<file path="config.mk">
export PLATFORM = sky130hd
export DESIGN_NAME = l2_layer_infer
export DESIGN_NICKNAME = d
export VERILOG_FILES = /design/src/rtl/l2_layer_infer.sv
export SDC_FILE = /design/constraint.sdc
export NUM_CORES = 1
export LEC_CHECK = 0
export ABC_AREA = 0
export CAP_MARGIN = 10
export CORE_UTILIZATION = 57
export DETAILED_ROUTE_END_ITERATION = 7
export GPL_TIMING_DRIVEN = 0
export PLACE_DENSITY = 0.87
export SETUP_SLACK_MARGIN = 0.15
export SYNTH_ARGS = -nofsm -noshare
export SYNTH_HDL_FRONTEND = slang
export SYNTH_SLANG_ARGS = --single-unit
</file>
<file path="constraint.sdc">
create_clock -name i_clk -period 18.1 [get_ports i_clk]
set_clock_uncertainty 0.15 [all_clocks]
set_input_delay 1.81 -clock i_clk [delete_from_list [all_inputs] [get_ports i_clk]]
set_output_delay 1.81 -clock i_clk [all_outputs]
set_load 0.01 [all_outputs]
</file>
<file path="src/rtl/l2_layer_infer.sv">
// Layer-2 inference stage.
// Maintains a 4-entry decaying time surface driven by the L1 spike lines. Each
// input event triggers a snapshot of that surface, a 4-step multiply-accumulate
// against the weights of 3 neurons, and a threshold comparison. The strongest
// neuron above its threshold emits a one-clock, one-hot spike.
module l2_layer_infer #(
  parameter int p_width     = 9,
  parameter int p_decay_div = 16
) (
  input  logic                         i_clk,
  input  logic                         i_rst_n,
  input  logic [3:0]                   i_event,
  input  logic [3*4*p_width-1:0]       i_weights,
  input  logic [3*(2*p_width+2)-1:0]   i_thresholds,
  output logic [2:0]                   o_spikeout,
  output logic [4*p_width-1:0]         o_ts,
  output logic [3*(2*p_width+2)-1:0]   o_lv,
  output logic                         o_busy
);

  localparam int PW = 2 * p_width + 2;
  localparam int DW = (p_decay_div > 1) ? $clog2(p_decay_div) : 1;

  typedef enum logic [2:0] {
    IDLE = 3'd0,
    SNAP = 3'd1,
    MAC0 = 3'd2,
    MAC1 = 3'd3,
    MAC2 = 3'd4,
    MAC3 = 3'd5,
    CMP  = 3'd6,
    FIRE = 3'd7
  } state_t;

  state_t                        state_r;
  logic [DW-1:0]                 div_r;
  logic                          decay_tick_s;
  logic [3:0][p_width-1:0]       ts_r;
  logic [3:0][p_width-1:0]       snap_r;
  logic [2:0][PW-1:0]            acc_r;
  logic [2:0][PW-1:0]            lv_r;
  logic                          pend_r;
  logic                          any_event_s;
  logic [1:0]                    mac_sel_s;
  logic [2:0][3:0][p_width-1:0]  w_s;
  logic [2:0][PW-1:0]            thr_s;
  logic [p_width-1:0]            ts_sel_s;
  logic [2:0][PW-1:0]            prod_s;
  logic [2:0]                    cand_s;
  logic [2:0]                    win_s;

  assign any_event_s  = |i_event;
  assign w_s          = i_weights;
  assign thr_s        = i_thresholds;
  assign decay_tick_s = (div_r == DW'(p_decay_div - 1));
  assign o_ts         = snap_r;
  assign o_lv         = lv_r;

  // Free-running divider producing one decay tick every p_decay_div clocks.
  always_ff @(posedge i_clk or negedge i_rst_n) begin
    if (!i_rst_n) begin
      div_r <= {DW{1'b0}};
    end else if (decay_tick_s) begin
      div_r <= {DW{1'b0}};
    end else begin
      div_r <= div_r + DW'(1);
    end
  end

  // Time surface: an event reloads all-ones, otherwise decay saturates at zero.
  always_ff @(posedge i_clk or negedge i_rst_n) begin
    if (!i_rst_n) begin
      for (int k = 0; k < 4; k++) begin
        ts_r[k] <= {p_width{1'b0}};
      end
    end else begin
      for (int k = 0; k < 4; k++) begin
        if (i_event[k]) begin
          ts_r[k] <= {p_width{1'b1}};
        end else if (decay_tick_s && (ts_r[k] != {p_width{1'b0}})) begin
          ts_r[k] <= ts_r[k] - p_width'(1);
        end else begin
          ts_r[k] <= ts_r[k];
        end
      end
    end
  end

  // Select which time-surface input the current MAC step consumes.
  always_comb begin
    mac_sel_s = 2'd0;
    case (state_r)
      MAC0:    mac_sel_s = 2'd0;
      MAC1:    mac_sel_s = 2'd1;
      MAC2:    mac_sel_s = 2'd2;
      MAC3:    mac_sel_s = 2'd3;
      default: mac_sel_s = 2'd0;
    endcase
  end

  // Per-neuron product of the selected weight and snapshot entry.
  always_comb begin
    ts_sel_s = snap_r[mac_sel_s];
    for (int n = 0; n < 3; n++) begin
      prod_s[n] = PW'(w_s[n][mac_sel_s]) * PW'(ts_sel_s);
    end
  end

  // Winner: strictly above threshold, largest potential, lowest index on ties.
  always_comb begin
    cand_s = 3'b000;
    for (int n = 0; n < 3; n++) begin
      cand_s[n] = (acc_r[n] > thr_s[n]);
    end
    if (cand_s[0] && (!cand_s[1] || (acc_r[0] >= acc_r[1])) &&
        (!cand_s[2] || (acc_r[0] >= acc_r[2]))) begin
      win_s = 3'b001;
    end else if (cand_s[1] && (!cand_s[2] || (acc_r[1] >= acc_r[2]))) begin
      win_s = 3'b010;
    end else if (cand_s[2]) begin
      win_s = 3'b100;
    end else begin
      win_s = 3'b000;
    end
  end

  // Control FSM with registered snapshot, potentials, spike and busy outputs.
  always_ff @(posedge i_clk or negedge i_rst_n) begin
    if (!i_rst_n) begin
      state_r    <= IDLE;
      pend_r     <= 1'b0;
      o_busy     <= 1'b0;
      o_spikeout <= 3'b000;
      for (int k = 0; k < 4; k++) begin
        snap_r[k] <= {p_width{1'b0}};
      end
      for (int n = 0; n < 3; n++) begin
        acc_r[n] <= {PW{1'b0}};
        lv_r[n]  <= {PW{1'b0}};
      end
    end else begin
      // Events arriving mid-computation coalesce into one recomputation.
      if ((state_r != IDLE) && any_event_s) begin
        pend_r <= 1'b1;
      end
      case (state_r)
        IDLE: begin
          pend_r <= 1'b0;
          if (any_event_s) begin
            state_r <= SNAP;
            o_busy  <= 1'b1;
          end else begin
            state_r <= IDLE;
            o_busy  <= 1'b0;
          end
        end
        SNAP: begin
          snap_r <= ts_r;
          for (int n = 0; n < 3; n++) begin
            acc_r[n] <= {PW{1'b0}};
          end
          state_r <= MAC0;
        end
        MAC0, MAC1, MAC2: begin
          for (int n = 0; n < 3; n++) begin
            acc_r[n] <= acc_r[n] + prod_s[n];
          end
          state_r <= state_t'(state_r + 3'd1);
        end
        MAC3: begin
          for (int n = 0; n < 3; n++) begin
            acc_r[n] <= acc_r[n] + prod_s[n];
          end
          state_r <= CMP;
        end
        CMP: begin
          lv_r       <= acc_r;
          o_spikeout <= win_s;
          state_r    <= FIRE;
        end
        FIRE: begin
          o_spikeout <= 3'b000;
          pend_r     <= 1'b0;
          if (pend_r || any_event_s) begin
            state_r <= SNAP;
            o_busy  <= 1'b1;
          end else begin
            state_r <= IDLE;
            o_busy  <= 1'b0;
          end
        end
        default: begin
          state_r    <= IDLE;
          o_busy     <= 1'b0;
          o_spikeout <= 3'b000;
          pend_r     <= 1'b0;
        end
      endcase
    end
  end

endmodule

</file>
==> impl_metrics.env, run 1 <==
export IMPL_synth_ff_type="dfrtp_1"
export IMPL_required_ns=18.34
export IMPL_ctsLongestPathBuffers=3
export IMPL_synth_area_top_cells="dfrtp_1, fa_1, ha_1"
export IMPL_synth_most_common_cell="inv_1"
export IMPL_critPathLaunch="state_r[1]"
export IMPL_ys_warnings_count=0
export IMPL_place_congestion=0.9706
export IMPL_worstHoldEndpoint="o_lv[17]"
export IMPL_hold_path_startpoint="o_lv[17]"
export IMPL_row_count=71
export IMPL_slew_violations=0
export IMPL_regToRegStartpoint="state_r[1]"
export IMPL_wl_mm=68.74
export IMPL_syn_to_final_growth_pct=19.16
export IMPL_viasPerCell=5.890
export IMPL_fin_tns_setup_ns=0
export IMPL_gr_total_overflow=0
export IMPL_post_cts_buffers=0
export IMPL_n_antenna_cell=0
export IMPL_cts_buffers=24
export IMPL_async_reset_ff_share_pct=100.0
export IMPL_fin_crit_ns=8.819
export IMPL_ios=274
export IMPL_yosysSeqAreaShare_pct=23.41
export IMPL_cp_num_buf_inv=9
export IMPL_r2r_cells=27
export IMPL_htree_levels=1
export IMPL_io_buffers=271
export IMPL_drive_above_1_share_pct=3.976
export IMPL_grt_max_degree=125
export IMPL_max_cap_violations=0
export IMPL_drt_iter0_markers=1622
export IMPL_synth_edff_count=0
export IMPL_worstSetupPathType="register to register"
export IMPL_status="completed"
export IMPL_endpoint_kind="register"
export IMPL_drc=0
export IMPL_syn_area_um2=21810
export IMPL_hold_slack_ns=0.3345
export IMPL_vias=19896
export IMPL_max_stage_delay_ns=0.65
export IMPL_slew_headroom_pct=23.65
export IMPL_finalSetupViolations=0
export IMPL_worstSkewPairLatency_ns=0.55
export IMPL_ctsResizeCount=0
export IMPL_die_w_um=197.6
export IMPL_grt_pass1_vias=20154
export IMPL_grt_total_usage_pct=35.54
export IMPL_synth_cells=2552
export IMPL_yosysUniqueCellTypes=63
export IMPL_worstPathMaxFanout=10
export IMPL_path_delay_family="adder cells"
export IMPL_fin_nets=3501
export IMPL_cts_root_buf="clkbuf_16"
export IMPL_ant_nets=0
export IMPL_fmaxAchievable_mhz=113.4
export IMPL_synth_fp_nets=3202
export IMPL_place_ws_ns=9.498
export IMPL_critPathArrivalTime_ns=9.06
export IMPL_synth_seq_cells=204
export IMPL_dp_hpwl_mm=55.11
export IMPL_synth_top_cell_area_share_pct=23.41
export IMPL_r2r_end="acc_r[38]"
export IMPL_postLayoutCoreUtil_pct=68.99
export IMPL_min_path_type="register to register"
export IMPL_dr_pass1_iters=6
export IMPL_die_height_um=197.6
export IMPL_r2r_setup_slack_ns=9.28
export IMPL_worst_slew_pin_slew_ns=1.138
export IMPL_setup_ws_ns=9.281
export IMPL_rsz0062_at_grt="false"
export IMPL_die_area_um2=39050
export IMPL_clkSlewWorstSetupHoldPaths_ns=0.06
export IMPL_clkSinkCount=204
export IMPL_hold_viol=0
export IMPL_cp_slowest_cell="o21ai_1"
export IMPL_whs_path_depth=2
export IMPL_core_area_um2=37670
export IMPL_yosys_top_cells_count="inv_1, nor2_1, ha_1, nand2_1, dfrtp_1"
export IMPL_synth_top_area_cell="dfrtp_1"
export IMPL_post_route_period_util_pct=48.72
export IMPL_grt_antenna_before_repair=0
export IMPL_grt_pass1_wl_mm=106.3
export IMPL_routedWlPerCell_um=20.35
export IMPL_start_util_pct=57.90
export IMPL_synth_avg_cell_area_um2=8.546
export IMPL_hold_buffers=0
export IMPL_cp_start_kind="register"
export IMPL_cts_tree="yes"
==> worst max-delay path by stage <==
stage	to	slack, ns	depth (start not counted)
floorplan	acc_r[32]	10.90	20
global placement	ts_r[12]	6.87	1
detailed placement	acc_r[38]	9.50	26
CTS	acc_r[38]	9.47	27
global route	acc_r[38]	8.94	27
finish	acc_r[38]	9.28	27
==> tightest hold or removal path: cells and delay by family (launching register included) <==
kind            cells  cell delay (ns)
compound gates      1             0.06
simple gates        1             0.04
flops               1             0.34
==> flip-flops by register name (all words and copies together), names as in the netlist <==
| signal | cells |
|---|---|
| o_spikeout | 3 |
| o_busy | 1 |
| div_r | 4 |
| o_lv | 60 |
| state_r | 3 |
| pend_r | 1 |
| ts_r | 36 |
| o_ts | 36 |
| acc_r | 60 |
==> layout by cell type (no fill, tap or decap), types with 5 or more instances in the layout <==
cell type	netlist	routed
o211ai_1	9	9
o2111ai_1	5	5
o21a_1	25	25
xnor2_1	33	33
or4_1	8	8
o21ai_0	176	176
xor2_1	25	25
inv_1	414	414
nor2b_1	10	10
a21oi_1	89	88
nor2_1	309	309
dfrtp_1	204	204
nand3b_1	8	8
nand4_1	21	21
o31ai_1	9	9
buf_1	18	18
a21o_1	36	36
buf_2	8	8
o21ai_1	24	24
a211oi_1	12	12
fa_1	192	192
clkdlybuf4s50_1	0	270
mux2_2	35	35
or3_1	12	12
a211o_1	5	5
nand2b_1	62	62
nor4_1	13	13
clkbuf_16	0	25
or2_2	18	18
and3_1	12	12
nand3_1	94	94
o21bai_1	11	11
nor3_1	14	14
ha_1	284	284
clkbuf_1	53	60
nand2_1	244	244
==> cells by family (layout without fill, tap and decap cells) <==
family,Yosys count,in the layout,share of synthesized area (%)
adders and majority gates,476,476,33.92
buffers and inverters,493,808,8.531
and+or+nand+nor,838,838,17.30
muxes,42,42,2.300
AOI/OAI and AO/OA,441,441,12.21
DFF,204,204,23.41
xor gates and xnor gates,58,58,2.329
==> layout make-up <==
class | count | area [um2]
buffer | 79 | 306.5
clock buffer | 34 | 679.4
inverter | 414 | 1554
tap | 511 | 639.4
timing repair buffer | 273 | 2753
multi-input combinational | 1855 | 14850
sequential | 204 | 5105
clock inverter | 8 | 102.6
fill | 2976 | 11680
==> routing by layer <==
metal	GRT usage, %	part of all wire (%)	wire length [um]	vias up
li1	-	-	-	8942
met1	44.75	39	26660	9699
met2	57.68	46	31680	1004
met3	5.993	8.7	5962	251
met4	20.87	6.5	4438	0
met5	0	0	0	-
==> stage by stage <==
| stage | area [um2] | std cells |
|---|---|---|
| detailed placement | 25200 | 3335 |
| global placement | 25160 | 3334 |
| CTS | 25980 | 3377 |
| floorplan | 21810 | 2552 |
| global route | 25990 | 3378 |
| finish | 25990 | 3378 |
Power of run 1 is not shown: default switching activity piles up to over one toggle a cycle in this logic, so the estimate is an artifact.
==> run 2, diff against run 1 <==
- clock period: 18.1 -> 8.2 ns (I/O delays scaled with it)
==> run 2 against run 1 <==
Effect of this change: critical path depth decreased by 1; critical path type unchanged; sequential share of layout area decreased by 0.096 points; largest cell class unchanged; routed wire length rose by 0.66%; global-route usage is essentially flat; die area unchanged; non-clock buffer count is 2 lower; utilization increased by 0.34 points.
==> impl_metrics.env, run 2 (synthesis gave the netlist of run 1 again) <==
export IMPL_clkSinkCount=204
export IMPL_htree_levels=1
export IMPL_n_antenna_cell=0
export IMPL_min_path_type="input pin to asynchronous set/reset pin"
export IMPL_ctsResizeCount=21
export IMPL_worst_slew_pin_slew_ns=1.059
export IMPL_hold_viol=0
export IMPL_drt_iter0_markers=1805
export IMPL_ios=274
export IMPL_die_height_um=197.6
export IMPL_start_util_pct=57.90
export IMPL_dr_pass1_iters=6
export IMPL_viasPerCell=5.937
export IMPL_critPathLaunch="state_r[1]"
export IMPL_post_route_period_util_pct=95.01
export IMPL_slew_headroom_pct=29.38
export IMPL_fin_nets=3499
export IMPL_max_cap_violations=0
export IMPL_slew_violations=0
export IMPL_required_ns=8.45
export IMPL_grt_pass1_wl_mm=106.2
export IMPL_worstSetupPathType="register to register"
export IMPL_placed_cell_area_um2=25200
export IMPL_syn_to_final_growth_pct=19.74
export IMPL_grt_max_degree=125
export IMPL_io_buffers=271
export IMPL_r2r_setup_slack_ns=0.41
export IMPL_gr_total_overflow=0
export IMPL_grt_pass1_vias=20110
export IMPL_finalSetupViolations=0
export IMPL_regToRegStartpoint="state_r[1]"
export IMPL_core_area_um2=37670
export IMPL_cts_buffers=24
export IMPL_cp_start_kind="register"
export IMPL_die_w_um=197.6
export IMPL_cts_tree="yes"
export IMPL_cts_root_buf="clkbuf_16"
export IMPL_post_cts_buffers=0
export IMPL_grt_antenna_before_repair=0
export IMPL_ctsLongestPathBuffers=3
export IMPL_wl_mm=69.19
export IMPL_fin_crit_ns=7.791
export IMPL_status="completed"
export IMPL_hold_buffers=0
export IMPL_worstPathMaxFanout=10
export IMPL_dp_hpwl_mm=55.11
export IMPL_routedWlPerCell_um=20.49
export IMPL_clkSlewWorstSetupHoldPaths_ns=0.06
export IMPL_postLayoutCoreUtil_pct=69.33
export IMPL_endpoint_kind="register"
export IMPL_place_congestion=0.9706
export IMPL_worstSkewPairLatency_ns=0.56
export IMPL_grt_total_usage_pct=35.54
export IMPL_die_area_um2=39050
export IMPL_critPathArrivalTime_ns=8.04
export IMPL_drc=0
export IMPL_layout_commonest_cell="inv_1"
export IMPL_ant_nets=0
export IMPL_vias=20044
export IMPL_rsz0062_at_grt="true"
export IMPL_drive_above_1_share_pct=5.096
export IMPL_row_count=71
export IMPL_fmaxAchievable_mhz=128.4
export IMPL_final_cell_mix="inv_1, nor2_1, ha_1"
export IMPL_stdcell_area_um2=26120
[run 2: changes by cell type in the layout (fill, tap and decap cells not counted), sizes merged]
cell,delta
buf,-5
clkbuf,+3
[run 2: area by class of cell]
| cell class | instances | area, um2 |
|---|---|---|
| clock inverter | 8 | 102.6 |
| timing repair buffer | 272 | 2745 |
| buffer | 78 | 342.8 |
| tap | 511 | 639.4 |
| clock buffer | 34 | 679.4 |
| sequential | 204 | 5105 |
| fill | 2948 | 11550 |
| multi-input combinational | 1855 | 14950 |
| inverter | 414 | 1554 |
[run 2: path summary, 6_finish.rpt]
kind | to | cells past startpoint
setup / recovery | acc_r[38] | 26
hold / removal | o_lv[52] | 1
setup reg to reg | acc_r[38] | 26
hold reg to reg | o_lv[17] | 2
max in group asynchronous | ts_r[20] | 2
min in group i_clk | o_lv[17] | 2
[run 2: per-layer routing]
layer	up-vias	global-route usage, %	wire [um]
met4	0	20.90	4337
met2	1053	57.71	31990
met1	9797	44.96	26760
li1	8943	-	-
met5	-	0	0
met3	251	5.600	6108
[run 2: stage by stage]
step                      worst slack (ns)  hold WS (ns)  TNS, ns  instances
after floorplan                      1.278        0.3050        0       2552
after global placement              -2.035        0.3120  -405.35       3334
after detailed placement           -0.4023        0.3192   -1.867       3335
after CTS                           0.1503        0.1311        0       3376
after global routing               0.08541        0.1607        0       3376
final                               0.4094        0.1122        0       3376
[run 2: worst max-delay path: stages, from the launching register on]
cell and delay (ns):
dfrtp_1 0.38, inv_1 0.08, ha_1 0.19, clkbuf_2 0.18
mux2_2 0.38, buf_2 0.20, buf_2 0.22, nand2_1 0.10
nand3_1 0.16, o21ai_2 0.28, clkbuf_2 0.42, nor2_1 0.13
fa_1 0.54, fa_1 0.57, fa_1 0.44, fa_1 0.55
inv_1 0.05, fa_1 0.51, inv_1 0.05, ha_1 0.36
and3_1 0.25, nand2_1 0.07, o41ai_1 0.52, a21boi_1 0.21
or3b_1 0.40, a21oi_1 0.15, o211ai_1 0.10
Power of run 2 is left out for the same reason.
